==> src/rtl/hazard_pkg.sv <==
// Shared types and constants for the pipeline hazard controller.
// Imported by the hazard controller and its forwarding selectors.
package hazard_pkg;

    typedef enum logic [1:0] {
        ST_IDLE,
        ST_LU_STALL,
        ST_MC_EXEC,
        ST_MEM_WAIT
    } hz_state_t;

    localparam logic [1:0] FWD_REG     = 2'b00;
    localparam logic [1:0] FWD_M       = 2'b10;
    localparam logic [1:0] FWD_W       = 2'b01;
    localparam logic [1:0] RESULT_LOAD = 2'b01;

endpackage

==> src/rtl/hazard_forward.sv <==
// E-stage operand forwarding select for one source register.
// M result beats W result; x0 never forwards.
module hazard_forward
    import hazard_pkg::*;
#(
    parameter int REG_AW = 5
) (
    input  logic [REG_AW-1:0] i_rs,
    input  logic [REG_AW-1:0] i_rd_m,
    input  logic [REG_AW-1:0] i_rd_w,
    input  logic              i_reg_write_m,
    input  logic              i_reg_write_w,
    output logic [1:0]        o_fwd
);

    logic w_hit_m;
    logic w_hit_w;

    assign w_hit_m = i_reg_write_m & (i_rd_m != '0)
                   & (i_rd_m == i_rs);
    assign w_hit_w = i_reg_write_w & (i_rd_w != '0)
                   & (i_rd_w == i_rs) & ~w_hit_m;

    // pick the youngest producer of the operand
    always_comb begin
        o_fwd = FWD_REG;
        unique case (1'b1)
            w_hit_m: o_fwd = FWD_M;
            w_hit_w: o_fwd = FWD_W;
            default: o_fwd = FWD_REG;
        endcase
    end

endmodule

==> src/rtl/hazard_ctrl_mc.sv <==
// Hazard controller for the 5-stage core: stall/flush per stage,
// load-use interlock, multi-cycle execute, memory wait, forwarding.
module hazard_ctrl_mc
    import hazard_pkg::*;
#(
    parameter int REG_AW      = 5,
    parameter int LOAD_LAT    = 1,
    parameter int MEM_TIMEOUT = 255,
    parameter int CNT_W       = 8
) (
    input  logic              clk,
    input  logic              reset_n,
    input  logic [REG_AW-1:0] Rs1D,
    input  logic [REG_AW-1:0] Rs2D,
    input  logic [REG_AW-1:0] Rs1E,
    input  logic [REG_AW-1:0] Rs2E,
    input  logic [REG_AW-1:0] RdE,
    input  logic [REG_AW-1:0] RdM,
    input  logic [REG_AW-1:0] RdW,
    input  logic              RegWriteM,
    input  logic              RegWriteW,
    input  logic [1:0]        ResultSrcE,
    input  logic              PCSrcE,
    input  logic              McBusyE,
    input  logic              MemReqM,
    input  logic              MemReadyM,
    output logic              StallF,
    output logic              StallD,
    output logic              StallE,
    output logic              StallM,
    output logic              FlushD,
    output logic              FlushE,
    output logic              FlushM,
    output logic              FlushW,
    output logic [1:0]        ForwardAE,
    output logic [1:0]        ForwardBE,
    output logic              MemTimeout
);

    localparam logic [CNT_W-1:0] CNT_ONE   = CNT_W'(1);
    localparam logic [CNT_W-1:0] LU_RELOAD = CNT_W'(LOAD_LAT - 1);
    localparam logic [CNT_W-1:0] TO_LIMIT  = CNT_W'(MEM_TIMEOUT);
    localparam logic [CNT_W-1:0] TO_LAST   = CNT_W'(MEM_TIMEOUT - 1);

    hz_state_t        r_state;
    logic [CNT_W-1:0] r_lu_cnt;
    logic [CNT_W-1:0] r_to_cnt;
    logic             r_lu_ret;
    logic             r_timeout;

    logic       w_mem_wait;
    logic       w_lu;
    logic       w_lu_phase;
    logic       w_sel_mem;
    logic       w_sel_mc;
    logic       w_sel_rd;
    logic       w_sel_lu;
    logic [1:0] w_fwd_a;
    logic [1:0] w_fwd_b;

    assign w_mem_wait = MemReqM & ~MemReadyM;

    assign w_lu = (ResultSrcE == RESULT_LOAD) & (RdE != '0)
                & ((RdE == Rs1D) | (RdE == Rs2D));

    // a suspended load-use stall resumes once mem/mc hazards clear
    assign w_lu_phase = (r_state == ST_LU_STALL) | r_lu_ret;

    // one-hot hazard selection in priority order
    assign w_sel_mem = w_mem_wait;
    assign w_sel_mc  = McBusyE & ~w_mem_wait;
    assign w_sel_rd  = PCSrcE & ~McBusyE & ~w_mem_wait;
    assign w_sel_lu  = (w_lu_phase | w_lu) & ~PCSrcE
                     & ~McBusyE & ~w_mem_wait;

    // stall/flush decode; all quiet while reset is held
    always_comb begin
        StallF = 1'b0;
        StallD = 1'b0;
        StallE = 1'b0;
        StallM = 1'b0;
        FlushD = 1'b0;
        FlushE = 1'b0;
        FlushM = 1'b0;
        FlushW = 1'b0;
        if (reset_n) begin
            unique case (1'b1)
                w_sel_mem: begin
                    StallF = 1'b1;
                    StallD = 1'b1;
                    StallE = 1'b1;
                    StallM = 1'b1;
                    FlushW = 1'b1;
                end
                w_sel_mc: begin
                    StallF = 1'b1;
                    StallD = 1'b1;
                    StallE = 1'b1;
                    FlushM = 1'b1;
                end
                w_sel_rd: begin
                    FlushD = 1'b1;
                    FlushE = 1'b1;
                end
                w_sel_lu: begin
                    StallF = 1'b1;
                    StallD = 1'b1;
                    FlushE = 1'b1;
                end
                default: ;
            endcase
        end
    end

    hazard_forward #(.REG_AW(REG_AW)) u_fwd_a (
        .i_rs          (Rs1E),
        .i_rd_m        (RdM),
        .i_rd_w        (RdW),
        .i_reg_write_m (RegWriteM),
        .i_reg_write_w (RegWriteW),
        .o_fwd         (w_fwd_a)
    );

    hazard_forward #(.REG_AW(REG_AW)) u_fwd_b (
        .i_rs          (Rs2E),
        .i_rd_m        (RdM),
        .i_rd_w        (RdW),
        .i_reg_write_m (RegWriteM),
        .i_reg_write_w (RegWriteW),
        .o_fwd         (w_fwd_b)
    );

    assign ForwardAE  = reset_n ? w_fwd_a : FWD_REG;
    assign ForwardBE  = reset_n ? w_fwd_b : FWD_REG;
    assign MemTimeout = r_timeout;

    // hazard FSM, load-use countdown and memory watchdog
    always_ff @(posedge clk or negedge reset_n) begin
        if (!reset_n) begin
            r_state   <= ST_IDLE;
            r_lu_cnt  <= '0;
            r_to_cnt  <= '0;
            r_lu_ret  <= 1'b0;
            r_timeout <= 1'b0;
        end else begin
            if (w_mem_wait) begin
                if (r_to_cnt != TO_LIMIT) begin
                    r_to_cnt <= r_to_cnt + CNT_ONE;
                end
                if (r_to_cnt >= TO_LAST) begin
                    r_timeout <= 1'b1;
                end
            end else begin
                r_to_cnt <= '0;
            end

            unique case (1'b1)
                w_sel_mem: begin
                    r_state  <= ST_MEM_WAIT;
                    r_lu_ret <= w_lu_phase;
                end
                w_sel_mc: begin
                    r_state  <= ST_MC_EXEC;
                    r_lu_ret <= w_lu_phase;
                end
                w_sel_rd: begin
                    r_state  <= ST_IDLE;
                    r_lu_cnt <= '0;
                    r_lu_ret <= 1'b0;
                end
                w_sel_lu: begin
                    r_lu_ret <= 1'b0;
                    if (w_lu_phase) begin
                        if (r_lu_cnt <= CNT_ONE) begin
                            r_state  <= ST_IDLE;
                            r_lu_cnt <= '0;
                        end else begin
                            r_state  <= ST_LU_STALL;
                            r_lu_cnt <= r_lu_cnt - CNT_ONE;
                        end
                    end else if (LOAD_LAT > 1) begin
                        r_state  <= ST_LU_STALL;
                        r_lu_cnt <= LU_RELOAD;
                    end else begin
                        r_state <= ST_IDLE;
                    end
                end
                default: begin
                    r_state  <= ST_IDLE;
                    r_lu_ret <= 1'b0;
                end
            endcase
        end
    end

endmodule

==> config.mk <==
export PLATFORM = sky130hd
export DESIGN_NAME = hazard_ctrl_mc
export DESIGN_NICKNAME = d
export VERILOG_FILES = /design/src/rtl/hazard_pkg.sv /design/src/rtl/hazard_forward.sv /design/src/rtl/hazard_ctrl_mc.sv
export SDC_FILE = /design/constraint.sdc
export NUM_CORES = 1
export LEC_CHECK = 0
export CAP_MARGIN = 20
export CORE_UTILIZATION = 35
export CTS_CLUSTER_SIZE = 30
export DETAILED_ROUTE_END_ITERATION = 16
export PLACE_DENSITY = 0.64
export SYNTH_ARGS = -nofsm -noshare
export SYNTH_HDL_FRONTEND = slang
export SYNTH_SLANG_ARGS = --single-unit
==> constraint.sdc <==
create_clock -name clk -period 3.7 [get_ports clk]
set_input_delay 1.11 -clock clk [delete_from_list [all_inputs] [get_ports clk]]
set_output_delay 1.11 -clock clk [all_outputs]
set_load 0.05 [all_outputs]
==> impl_metrics.csv <==
group,metric,value,unit
status,status,"finished with violations",
status,violations,"setup timing",
sta,tns,-0.00357,ns
sta,finalMaxSlewViolations,0,
grt,overflow,0,
synthesis,syn_nets,221,
final_layout,fillers,348,
hold_path,hold_path_depth,1,
synthesis,synth_cell_types,39,
cts,cts-root-buf,"clkbuf_8",
final_layout,final_cell_mix,"xor2_1 (24), clkdlybuf4s50_1 (23), dfrtp_1 (20)",
sta,fmax,270,MHz
pwr,peakVddDrop,0.000306,V
synthesis,synthCells,172,
synthesis,synth_flop_cell,"dfrtp_1",
pwr,p_sw,0.281,mW
placement,pre_cts_slack,-0.338,ns
sta,max_slew_margin,67.1,%
sta,hold_viol,0,
floorplan,die_area,4590,µm²
detailed_routing,drt-pass1-iter-count,4,
pwr,power_density,310,nW/µm²
detailed_routing,drt-wirelength-per-cell,14.0,µm
detailed_routing,drt-initial-drc-count,74,
pwr,cellLeakagePower,1.09,nW
worst_setup_path,rr_endpoint,"r_lu_cnt[3]$_DFFE_PN0P_",
cts,cts_buffers,3,
sta,period_needed,3.70,ns
final_layout,finalNetCount,296,
synthesis,async_reset_ff_share,100,%
placement,hpwlAfterDp,3270,µm
worst_setup_path,critical_path_required,2.59,ns
detailed_routing,wl,4130,µm
sta,setup_ws,-0.00357,ns
sta,rsz0062_at_grt,"yes",
cts,clk_pin_slew,0.07,ns
cts,cts_buffer_depth,2,
synthesis,synth_area,1510,µm²
placement,portBuffers,57,
sta,holdWs,0.480,ns
grt,grt_first_pass_wirelength,6560,µm
floorplan,die_w,67.8,µm
worst_setup_path,worst_setup_path_start_kind,"primary input",
synthesis,synth_edf_count,0,
detailed_routing,num_vias,1527,
hold_path,hp-class,"flip-flop to flip-flop",
synthesis,synth-seq-cells,20,
worst_setup_path,r2r_slack,1.88,ns
grt,grtUsageTotal,19.0,%
cts,holdBufCountCts,0,
sta,tightest_slew,0.492,ns
pwr,combPwrFrac,43.3,%
placement,gp_congestion,0.829,
sta,setup_viol,1,
worst_setup_path,crit_fanout,2,
sta,final.period_utilization,100,%
pwr,p_int,0.499,mW
floorplan,io_pins,58,
detailed_routing,viasPerCell,5.18,
grt,grt_pass1_vias,1385,
final_layout,area.growth.synth_to_final,65.9,%
grt,grt_max_degree,31,
floorplan,placeableCoreArea,4090,µm²
final_layout,diodes,0,
sta,fin_worst_skew,0.00467,ns
flow_run,maxCapViolCount,0,
synthesis,yosysWarnings,0,
worst_setup_path,rr_startpoint,"r_lu_cnt[5]$_DFFE_PN0P_",
synthesis,ys_seq_area_share,33.1,%
pwr,p_sw_share,36.0,%
cts,cts_tree,"done",
floorplan,die_y,67.8,µm
worst_setup_path,cp_data_arrival_time,2.59,ns
floorplan,rows,23,
detailed_routing,ant_nets,0,
worst_setup_path,critical_path_class,"primary input to primary output",
floorplan,initial_core_util,37.0,%
hold_path,min_to,"MemTimeout$_DFFE_PN0P_",
pwr,p_clk_share,18.4,%
synthesis,syn_avg_cell_area,8.80,µm²
final_layout,final_layout_size_suffix_gt1_share,23.3,%
worst_setup_path,worstSetupEndpointType,"primary output",
grt,antenna_found_initial,0,
worst_setup_path,reg2regPathDepth,4,
final_layout,layout_commonest_cell,"xor2_1",
cts,h-tree-depth,1,
detailed_routing,drc,0,
hold_path,hp-start,"MemTimeout$_DFFE_PN0P_",
cts,cts.sinks,20,
cts,clk_latency,0.26,ns
pwr,seq_power_share,38.3,%
-- logic make-up after synthesis --
group	after synthesis	synth area share, %
adder cells (fa/ha/maj)	4	3.31
AO/OA/AOI/OAI	41	17.4
flip-flops	20	33.1
XOR/XNOR	31	17.9
buffers and inverters	13	4.21
AND/OR/NAND/NOR	63	24.1
-- sequential cells by signal, indices dropped and copies added (netlist names) --
register	count
r_lu_cnt	8
r_to_cnt	8
r_state	2
MemTimeout	1
r_lu_ret	1
-- worst max path at each step --
stage,start,end,slack (ns),cells past startpoint
global placement,RdW[4],ForwardBE[0],-0.31,6
detailed placement,RdW[0],ForwardBE[0],-0.34,6
floorplan,RdM[0],ForwardAE[0],-0.008,4
CTS,Rs1E[0],ForwardAE[1],0.004,6
global route,RdM[0],ForwardAE[0],-0.05,7
finish,RdM[0],ForwardAE[0],-0.004,7
-- through the flow --
stage / power, mW / util [%] / area (µm²) / std cells
floorplan: 0.487 / - / 1550 / 172
global placement: 0.622 / 58.2 / 2380 / 289
detailed placement: 0.629 / 58.2 / 2380 / 289
CTS: 0.778 / 60.6 / 2480 / 295
global route: 0.841 / 61.5 / 2510 / 295
finish: 0.780 / 61.5 / 2510 / 295
-- power by group through the flow --
stage | Clock, mW | Sequential [mW] | Combinational, mW
6_report | 0.143 | 0.299 | 0.338
5_1_grt | 0.158 | 0.307 | 0.377
4_1_cts | 0.146 | 0.299 | 0.333
3_5_place_dp | 0 | 0.303 | 0.326
3_3_place_gp | 0 | 0.301 | 0.322
2_1_floorplan | 0 | 0.291 | 0.196
-- layout make-up --
type | count | area (µm²) | share of cell area [%]
Multi-Input combinational cell | 139 | 1060 | 42.4
Tap cell | 50 | 62.6 | 2.49
Timing Repair Buffer | 75 | 813 | 32.4
Sequential cell | 20 | 500 | 19.9
Clock buffer | 3 | 41.3 | 1.64
Inverter | 8 | 30.0 | 1.20
-- cells in the mapped netlist (2+ instances only) --
| cell type | instances | area [µm²] |
|---|---|---|
| a22oi_1 | 2 | 15.0 |
| o31ai_1 | 3 | 22.5 |
| inv_1 | 8 | 30.0 |
| o211ai_1 | 2 | 15.0 |
| a211oi_1 | 2 | 15.0 |
| buf_4 | 2 | 15.0 |
| xor2_1 | 24 | 210 |
| o21bai_1 | 2 | 15.0 |
| nor3_1 | 5 | 25.0 |
| ha_1 | 4 | 50.1 |
| o21ai_0 | 10 | 50.1 |
| nand2b_1 | 3 | 18.8 |
| and2_1 | 5 | 31.3 |
| clkbuf_1 | 2 | 7.51 |
| nand3_1 | 5 | 25.0 |
| or4_1 | 10 | 75.1 |
| nor4_1 | 4 | 25.0 |
| a31oi_1 | 4 | 25.0 |
| and3_1 | 3 | 18.8 |
| dfrtp_1 | 20 | 500 |
| nand2_1 | 8 | 30.0 |
| nor2_1 | 8 | 30.0 |
| a21oi_1 | 9 | 45.0 |
| or3_1 | 6 | 37.5 |
| xnor2_1 | 7 | 61.3 |
-- critical path, cell delays in order --
cell and delay (ns):
buf_6 0.09, or4_4 0.54, o21ai_4 0.19, buf_6 0.13
nor4_4 0.04, nor4_4 0.32, buf_12 0.17
-- routing by layer --
layer  routed length [µm]  vias up  part of all wire, %  global-route usage [%]
met1                 1830      715                   44                    25.1
met2                 2140       24                   52                    31.6
met4                   68        0                  1.6                    5.73
met3                   95        7                  2.3                    3.04
li1                     -      781                    -                       -
met5                    0        -                    0                       0
-- what timing repair did --
item / in CTS / in global routing
pin swaps: 9 / 8
resized for setup: 55 / 10
buffers inserted: 3 / 0
endpoints found under the setup margin: 6 / 6
cloned: 0 / 0
Note: power is estimated with default switching activity, not from simulation.
